==> config.mk <==
export PLATFORM = sky130hd
export DESIGN_NAME = uart_pixel_fifo_flat
export DESIGN_NICKNAME = d
export VERILOG_FILES = /design/src/rtl/uart_pixel_fifo_if.sv /design/src/rtl/uart_pixel_fifo.sv /design/src/flat_wrapper.sv
export SDC_FILE = /design/constraint.sdc
export NUM_CORES = 1
export LEC_CHECK = 0
export CORE_UTILIZATION = 28
export DETAILED_ROUTE_END_ITERATION = 10
export GPL_ROUTABILITY_DRIVEN = 0
export PLACE_DENSITY = 0.51
export SLEW_MARGIN = 5
export SYNTH_ARGS = -nofsm -noshare
export SYNTH_HDL_FRONTEND = slang
export SYNTH_SLANG_ARGS = --single-unit
==> constraint.sdc <==
create_clock -name clk_27mhz -period 8 [get_ports clk_27mhz]
set_clock_uncertainty 0.2 [all_clocks]
set_input_delay 1.2 -clock clk_27mhz [delete_from_list [all_inputs] [get_ports clk_27mhz]]
set_output_delay 1.2 -clock clk_27mhz [all_outputs]
set_load 0.02 [all_outputs]
==> src/rtl/uart_pixel_fifo_if.sv <==
// uart_pixel_fifo_if: byte input, pixel stream output and UART flow-control signals.
// master is the pixel FIFO itself, slave is the surrounding UART/LCD logic.
interface uart_pixel_fifo_if #(
    parameter int FIFO_DEPTH = 16
) ();
    logic                        rx_data_valid;
    logic [7:0]                  rx_data_out;
    logic                        block_timeout;
    logic                        pix_ready;
    logic                        pix_valid;
    logic [15:0]                 pix_data;
    logic [$clog2(FIFO_DEPTH):0] fifo_level;
    logic                        overflow;
    logic                        frame_done;
    logic                        tx_trig;
    logic [7:0]                  tx_data;
    logic                        tx_bsy;
    modport master (
        input  rx_data_valid, rx_data_out, block_timeout, pix_ready, tx_bsy,
        output pix_valid, pix_data, fifo_level, overflow, frame_done, tx_trig, tx_data
    );
    modport slave (
        output rx_data_valid, rx_data_out, block_timeout, pix_ready, tx_bsy,
        input  pix_valid, pix_data, fifo_level, overflow, frame_done, tx_trig, tx_data
    );
endinterface

==> src/rtl/uart_pixel_fifo.sv <==
// uart_pixel_fifo: packs UART byte pairs into RGB565 pixels through a show-ahead FIFO.
// Define UART_PIXEL_FIFO_FLOW_CTRL_EN to build the XON/XOFF flow-control FSM.
module uart_pixel_fifo #(
    parameter int FIFO_DEPTH   = 16,
    parameter int FRAME_PIXELS = 42400,
    parameter int XOFF_LEVEL   = 12,
    parameter int XON_LEVEL    = 4
) (
    input logic               clk_27mhz,
    input logic               resetn,
    uart_pixel_fifo_if.master bus
);
    localparam int AW = $clog2(FIFO_DEPTH);
    localparam int CW = $clog2(FRAME_PIXELS);
    localparam logic [AW:0]   FULL = (AW+1)'(FIFO_DEPTH);
    localparam logic [CW-1:0] LAST = CW'(FRAME_PIXELS - 1);

    logic [15:0]   mem [FIFO_DEPTH];
    logic [AW-1:0] wr_ptr, rd_ptr;
    logic [AW:0]   level;
    logic          phase;
    logic [7:0]    low_byte;
    logic [CW-1:0] pix_cnt;
    logic          ovf;
    logic          push, pop, wr;

    // a timeout coinciding with a byte restarts assembly with that byte
    assign push = bus.rx_data_valid & phase & ~bus.block_timeout;
    assign pop  = bus.pix_valid & bus.pix_ready;
    assign wr   = push & ((level != FULL) | pop);

    assign bus.pix_valid  = level != '0;
    assign bus.pix_data   = mem[rd_ptr];
    assign bus.fifo_level = level;
    assign bus.overflow   = ovf;
    assign bus.frame_done = pop & (pix_cnt == LAST);

    always_ff @(posedge clk_27mhz or negedge resetn) begin
        if (!resetn) begin
            phase    <= 1'b0;
            low_byte <= '0;
            wr_ptr   <= '0;
            rd_ptr   <= '0;
            level    <= '0;
            ovf      <= 1'b0;
            pix_cnt  <= '0;
        end else begin
            if (bus.rx_data_valid | bus.block_timeout) phase <= bus.rx_data_valid & ~push;
            if (bus.rx_data_valid & ~push) low_byte <= bus.rx_data_out;
            if (wr) wr_ptr <= wr_ptr + 1'b1;
            if (pop) rd_ptr <= rd_ptr + 1'b1;
            level <= level + (AW+1)'(wr) - (AW+1)'(pop);
            if (push & ~wr) ovf <= 1'b1;
            if (pop) pix_cnt <= (pix_cnt == LAST) ? '0 : pix_cnt + 1'b1;
        end
    end

    always_ff @(posedge clk_27mhz)
        if (wr) mem[wr_ptr] <= {bus.rx_data_out, low_byte};

`ifdef UART_PIXEL_FIFO_FLOW_CTRL_EN
    typedef enum logic [1:0] {FLOW_ON, SEND_XOFF, FLOW_OFF, SEND_XON} flow_t;
    localparam logic [AW:0] XOFF_LVL = (AW+1)'(XOFF_LEVEL);
    localparam logic [AW:0] XON_LVL  = (AW+1)'(XON_LEVEL);

    flow_t      state, state_nxt;
    logic       trig_q, trig_nxt;
    logic [7:0] data_q, data_nxt;

    always_ff @(posedge clk_27mhz or negedge resetn) begin
        if (!resetn) begin
            state  <= FLOW_ON;
            trig_q <= 1'b0;
            data_q <= '0;
        end else begin
            state  <= state_nxt;
            trig_q <= trig_nxt;
            data_q <= data_nxt;
        end
    end

    always_comb begin
        state_nxt = state;
        trig_nxt  = 1'b0;
        data_nxt  = data_q;
        case (state)
            FLOW_ON:   if (level >= XOFF_LVL) state_nxt = SEND_XOFF;
            SEND_XOFF: if (!bus.tx_bsy) begin
                state_nxt = FLOW_OFF;
                trig_nxt  = 1'b1;
                data_nxt  = 8'h13;
            end
            FLOW_OFF:  if (level <= XON_LVL) state_nxt = SEND_XON;
            default:   if (!bus.tx_bsy) begin
                state_nxt = FLOW_ON;
                trig_nxt  = 1'b1;
                data_nxt  = 8'h11;
            end
        endcase
    end

    assign bus.tx_trig = trig_q;
    assign bus.tx_data = data_q;
`else
    logic unused_tx_bsy;
    localparam int unused_levels = XOFF_LEVEL + XON_LEVEL;
    assign unused_tx_bsy = bus.tx_bsy;
    assign bus.tx_trig   = 1'b0;
    assign bus.tx_data   = 8'h00;
`endif
endmodule

==> src/flat_wrapper.sv <==
// flat-port wrapper written by rule: the top's interface ports become plain ports
module uart_pixel_fifo_flat 
#(
    parameter int FIFO_DEPTH   = 16,
    parameter int FRAME_PIXELS = 42400,
    parameter int XOFF_LEVEL   = 12,
    parameter int XON_LEVEL    = 4
)
  (clk_27mhz, resetn, bus_rx_data_valid, bus_rx_data_out, bus_block_timeout, bus_pix_ready, bus_tx_bsy, bus_pix_valid, bus_pix_data, bus_fifo_level, bus_overflow, bus_frame_done, bus_tx_trig, bus_tx_data);
  uart_pixel_fifo_if #(.FIFO_DEPTH(FIFO_DEPTH)) bus_i ();
  input logic clk_27mhz;
  input logic resetn;
  input wire logic [$bits(bus_i.rx_data_valid)-1:0] bus_rx_data_valid;
  input wire logic [$bits(bus_i.rx_data_out)-1:0] bus_rx_data_out;
  input wire logic [$bits(bus_i.block_timeout)-1:0] bus_block_timeout;
  input wire logic [$bits(bus_i.pix_ready)-1:0] bus_pix_ready;
  input wire logic [$bits(bus_i.tx_bsy)-1:0] bus_tx_bsy;
  output wire logic [$bits(bus_i.pix_valid)-1:0] bus_pix_valid;
  output wire logic [$bits(bus_i.pix_data)-1:0] bus_pix_data;
  output wire logic [$bits(bus_i.fifo_level)-1:0] bus_fifo_level;
  output wire logic [$bits(bus_i.overflow)-1:0] bus_overflow;
  output wire logic [$bits(bus_i.frame_done)-1:0] bus_frame_done;
  output wire logic [$bits(bus_i.tx_trig)-1:0] bus_tx_trig;
  output wire logic [$bits(bus_i.tx_data)-1:0] bus_tx_data;
  assign bus_i.rx_data_valid = bus_rx_data_valid;
  assign bus_i.rx_data_out = bus_rx_data_out;
  assign bus_i.block_timeout = bus_block_timeout;
  assign bus_i.pix_ready = bus_pix_ready;
  assign bus_i.tx_bsy = bus_tx_bsy;
  assign bus_pix_valid = bus_i.pix_valid;
  assign bus_pix_data = bus_i.pix_data;
  assign bus_fifo_level = bus_i.fifo_level;
  assign bus_overflow = bus_i.overflow;
  assign bus_frame_done = bus_i.frame_done;
  assign bus_tx_trig = bus_i.tx_trig;
  assign bus_tx_data = bus_i.tx_data;
  uart_pixel_fifo #(.FIFO_DEPTH(FIFO_DEPTH), .FRAME_PIXELS(FRAME_PIXELS), .XOFF_LEVEL(XOFF_LEVEL), .XON_LEVEL(XON_LEVEL)) u_core (.clk_27mhz(clk_27mhz), .resetn(resetn), .bus(bus_i));
endmodule
Word-level counts from Yosys, hierarchy flattened
Memories as Yosys holds them, arrays and structs flattened.
Cells that the tools add are included.
- register bits: 39
- RAM bits: 256
- memories: 1
- memory list (name ; depth ; width ; rd ports ; clocked after Yosys merged registers in ; write ports ; RTL line ; source):
    u_core.mem ; 16 ; 16 ; 1 ; 0 ; 1 ; uart_pixel_fifo.sv:18 ; logic [15:0] mem [FIFO_DEPTH];
- $add $sub $neg: 5
- equal/unequal tests: 2
- muxes and demuxes: 3
- bitwise operators: 12
- reduce and logical (&&, ||, !) cells: 1
- operators by type and width (kind ; number):
    adder 16 x 1 -> 16 bit (second input constant) ; 1
    == test 16 bit (second input constant) ; 1
    2-to-1 mux 16 bit ; 1
    adder 4 x 1 -> 4 bit (second input constant) ; 2
    bitwise AND 1 bit ; 7
    adder 5 x 1 -> 5 bit ; 1
    != test 5 bit (second input constant) ; 1
    nonzero test 5 bit ; 1
    subtractor 5 x 1 -> 5 bit ; 1
    inverter 1 bit ; 3
    2-to-1 mux 1 bit ; 2
    OR 1 bit ; 2

Logic depth before layout (Yosys ltp)
- word-level depth: 6
- depth in mapped cells: 14

Worst setup path after synthesis
No wires, ideal clock.
- path kind: in2reg
- from: in bus_block_timeout
- to: mem u_core.mem[1][0] (enable)
- library setup time: 0.436 ns
- data arrival time: 3.555 ns
- setup slack: 3.809 ns
- stages on the path: 4
- buffers on the path: 1
- cells stage by stage: nand3b_1 a31oi_1 buf_2 nor4b_1
- word-level cells in the longest chain between the ends: 5
- RTL lines (what ; RTL line ; source):
    start, declared ; flat_wrapper.sv:15 ; input wire logic [$bits(bus_i.block_timeout)-1:0] bus_block_timeout;
    inverter 1 bit ; uart_pixel_fifo.sv:28 ; assign push = bus.rx_data_valid & phase & ~bus.block_timeout;
    bitwise AND 1 bit ; uart_pixel_fifo.sv:28 ;
    bitwise AND 1 bit ; uart_pixel_fifo.sv:30 ; assign wr = push & ((level != FULL) | pop);
    via u_core.wr ; uart_pixel_fifo.sv:25 ; logic push, pop, wr;
    2-to-1 mux 1 bit ; uart_pixel_fifo.sv:59 ; if (wr) mem[wr_ptr] <= {bus.rx_data_out, low_byte};
    2-to-1 mux 1 bit (implied by the code) ; uart_pixel_fifo.sv:59 ;
    end, declared ; uart_pixel_fifo.sv:18 ;
The timed path passes the listed nets, and every way through them passes these cells.

Final worst setup path
- from: reg u_core.rd_ptr[0]
- to: out bus_pix_data[11]
- word-level cells in the longest chain between the ends: 1
- RTL lines (what ; RTL line ; source):
    start, declared ; uart_pixel_fifo.sv:19 ; logic [AW-1:0] wr_ptr, rd_ptr;
    start signal, assigned ; uart_pixel_fifo.sv:51 ; if (pop) rd_ptr <= rd_ptr + 1'b1;
    memory (16 x 16 bit) ; n/a ;
    end, declared ; flat_wrapper.sv:19 ; output wire logic [$bits(bus_i.pix_data)-1:0] bus_pix_data;
No other way between the ends.

==> results.yml <==
worst_setup_path:
  worst-setup-path-type: "flip-flop to output port"
  cp_max_fo: 35
  crit_family: "buffers and inverters"
  slowest_stage: "dfrtp_4"
  path_cells: "buf_4 -> mux4_2 -> a22oi_1 -> nand2_1 -> clkdlybuf4s50_1"
  cp.arrival_ns: 3.80
  max_stage_delay_ns: 0.91
  critPathCaptureType: "output port"
  critPathRequiredTime_ns: 6.60
  critPathBufInv: 2
  start_kind: "flip-flop"
power_and_ir_drop:
  ir_drop_mv: 0.1799
  p_per_area_mw_per_mm2: 341.8
  leakagePower_nw: 4.570
timing:
  finalCriticalPeriod_ns: 5.197
  slew_headroom_pct: 17.55
  slew_viol_final: 0
  finalHoldViolations: 0
  fin_crit_sh_pct: 64.96
  rsz0062_at_grt: "no"
  fin_setup_tns_ns: 0
  setup_viol_count_final: 0
  fmax_ghz: 0.1924
  tightest_slew_ns: 1.235
die:
  pin_count: 47
  core_mm2: 0.04102
  initial_core_util_pct: 28.55
  die_y_um: 206.5
  die_w_um: 206.5
  dieArea_mm2: 0.04264
  num_rows: 74
drt:
  drtIter0Drc: 363
  drt_wl_total_um: 24860
  avgViaCountPerCell: 4.590
  ant_nets: 0
  wire_per_inst_um: 20.46
  drc: 4
  firstDrtPassIters: 9
  num_vias: 5577
cells_and_area:
  drive_gt1_share_pct: 23.87
  layout_common_cells: "256 x edfxtp_1, 64 x mux4_2, 37 x dfrtp_1, 35 x clkdlybuf4s50_1, 32 x a22oi_1"
  area_growth_pct: 17.76
  fin_area_mm2: 0.01379
  fin_nets: 686
  layout_commonest_cell: "edfxtp_1"
  antennaDiodeCount: 0
yosys:
  synth-edff-count: 256
  avgSynthCellArea_um2: 19.48
  synth-async-reset-ratio_pct: 13.22
  netlist_area_mm2: 0.01171
  ys_types: 47
  ys.warnings.count: 0
  netlist_instances: 601
  synth_seq_area_share_pct: 73.99
  synth_ff_type: "edfxtp_1"
  ys_ff_latch: 295
status:
  violations: "DRC"
  outcome: "finished with violations"
flow_run:
  cap_violations: 0
clocking:
  cts_sinks: 295
  clk_pin_slew_ns: 0.06
  cts_resized: 0
  postCtsHoldBufs: 0
  insertion_delay_ns: 0.56
  cts-root-buf: "clkbuf_16"
  cts_tree: "yes"
  numCtsBuffers: 30
  cts.htree.levels: 1
  post_cts_buffers: 0
  cts_max_path_buffers: 3
placed_design:
  io_buffers: 36
  hpwlAfterDp_um: 13810
  dpl-instance-area_mm2: 0.01274
global_routing:
  grt_max_degree: 48
  grt_pass1_vias: 5863
  groute.usage.overall_pct: 11.98
  grt_pass1_wl_um: 37670
  antenna_found_initial: 0
  grt-ovfl-total: 0
hold_path:
  hp-class: "flip-flop to flip-flop"
worst reg2reg max path, delay by kind of cell, from the launching register on:
kind                     cells  cell delay (ns)
AO/OA/AOI/OAI                1             0.15
XOR/XNOR                     1             0.13
adder cells (fa/ha/maj)      4             1.03
buffers and inverters        3             0.22
flip-flops                   1             0.41
AND/OR/NAND/NOR              4             0.97
synth_stat cells (2+ instances only):
| cell | instances | area, um^2 |
|---|---|---|
| edfxtp_1 | 256 | 7687 |
| or3_1 | 2 | 12.51 |
| or3_2 | 2 | 15.01 |
| nor3_1 | 4 | 20.02 |
| a22oi_1 | 32 | 240.2 |
| inv_1 | 14 | 52.55 |
| a21oi_1 | 6 | 30.03 |
| and3_1 | 3 | 18.77 |
| buf_2 | 6 | 30.03 |
| mux2_2 | 8 | 90.09 |
| buf_4 | 13 | 97.59 |
| nand2_1 | 31 | 116.4 |
| nor4b_1 | 5 | 43.79 |
| nor2b_1 | 2 | 12.51 |
| nand3_1 | 10 | 50.05 |
| xnor2_1 | 12 | 105.1 |
| o21ai_0 | 7 | 35.03 |
| nand4_1 | 9 | 56.30 |
| and4_1 | 3 | 26.28 |
| buf_6 | 2 | 22.52 |
| clkbuf_1 | 10 | 37.54 |
| nor2_1 | 14 | 52.55 |
| buf_1 | 4 | 15.01 |
| dfrtp_1 | 39 | 975.9 |
| ha_1 | 12 | 150.1 |
| xor2_1 | 7 | 61.31 |
| mux4_2 | 64 | 1441 |
| and2_1 | 5 | 31.28 |
per-stage QoR:
stage               instances  hold slack (ns)  utilization [%]  worst slack, ns  total power, mW
detailed placement       1159           0.2623            31.06            3.277            3.300
global placement         1159           0.2819            31.06            3.248            3.296
finish                   1215           0.2874            33.62            2.803            4.713
global route             1215           0.3140            33.62            2.531            4.949
CTS                      1215           0.2928            33.62            2.671            4.785
floorplan                 609           0.2514                -            3.809            2.824
final cells by class:
type	count	area [um^2]
sequential	295	8668
tap	532	665.6
multi-input combinational	263	2859
fill	3901	27230
clock buffer	33	762.0
clock inverter	23	286.5
timing repair buffer	54	490.5
inverter	15	56.30
logic make-up after synthesis:
logic type,Yosys count,synth area share (%)
flip-flops,295,73.99
AND/OR/NAND/NOR,100,4.713
multiplexers,72,13.08
buffers and inverters,51,2.383
AO/OA/AOI/OAI,50,2.928
XOR/XNOR,19,1.421
adder cells (fa/ha/maj),13,1.453
other,1,0.03203
state kept, by name (all words and copies together), names as in the netlist:
| name | cells |
|---|---|
| u_core.pix_cnt | 16 |
| u_core.phase | 1 |
| u_core.bus.overflow | 1 |
| u_core.low_byte | 8 |
| u_core.wr_ptr | 4 |
| u_core.rd_ptr | 4 |
| u_core.bus.fifo_level | 5 |
| u_core.mem | 256 |
power by group:
group	leakage (nW)	switching, mW	internal, mW	total (mW)
Combinational	1.27	0.641	0.615	1.26
Sequential	2.78	0.186	1.79	1.98
Clock	0.517	0.595	0.882	1.48
Total	4.57	1.42	3.29	4.71
routing by layer:
| metal | track usage, % | up-vias | share of wire, % |
|---|---|---|---|
| met5 | 0 | - | 0 |
| met4 | 2.363 | 0 | 1.5 |
| met3 | 1.845 | 27 | 3.5 |
| met2 | 19.08 | 98 | 47 |
| met1 | 17.30 | 2938 | 48 |
| li1 | - | 2514 | - |
final timing paths:
path	start	end	slack, ns	cells after the start
worst min register to register	u_core.pix_cnt[9]	u_core.pix_cnt[9]	0.29	1
worst min-delay path	u_core.pix_cnt[9]	u_core.pix_cnt[9]	0.29	1
worst max register to register	u_core.bus.fifo_level[3]	u_core.bus.fifo_level[4]	4.80	13
max in group asynchronous	resetn	u_core.rd_ptr[0]	6.29	1
worst max-delay path	u_core.rd_ptr[0]	bus_pix_data[11]	2.80	5
min in group asynchronous	resetn	u_core.low_byte[1]	0.60	1
Power figures use the tool's default switching activity.
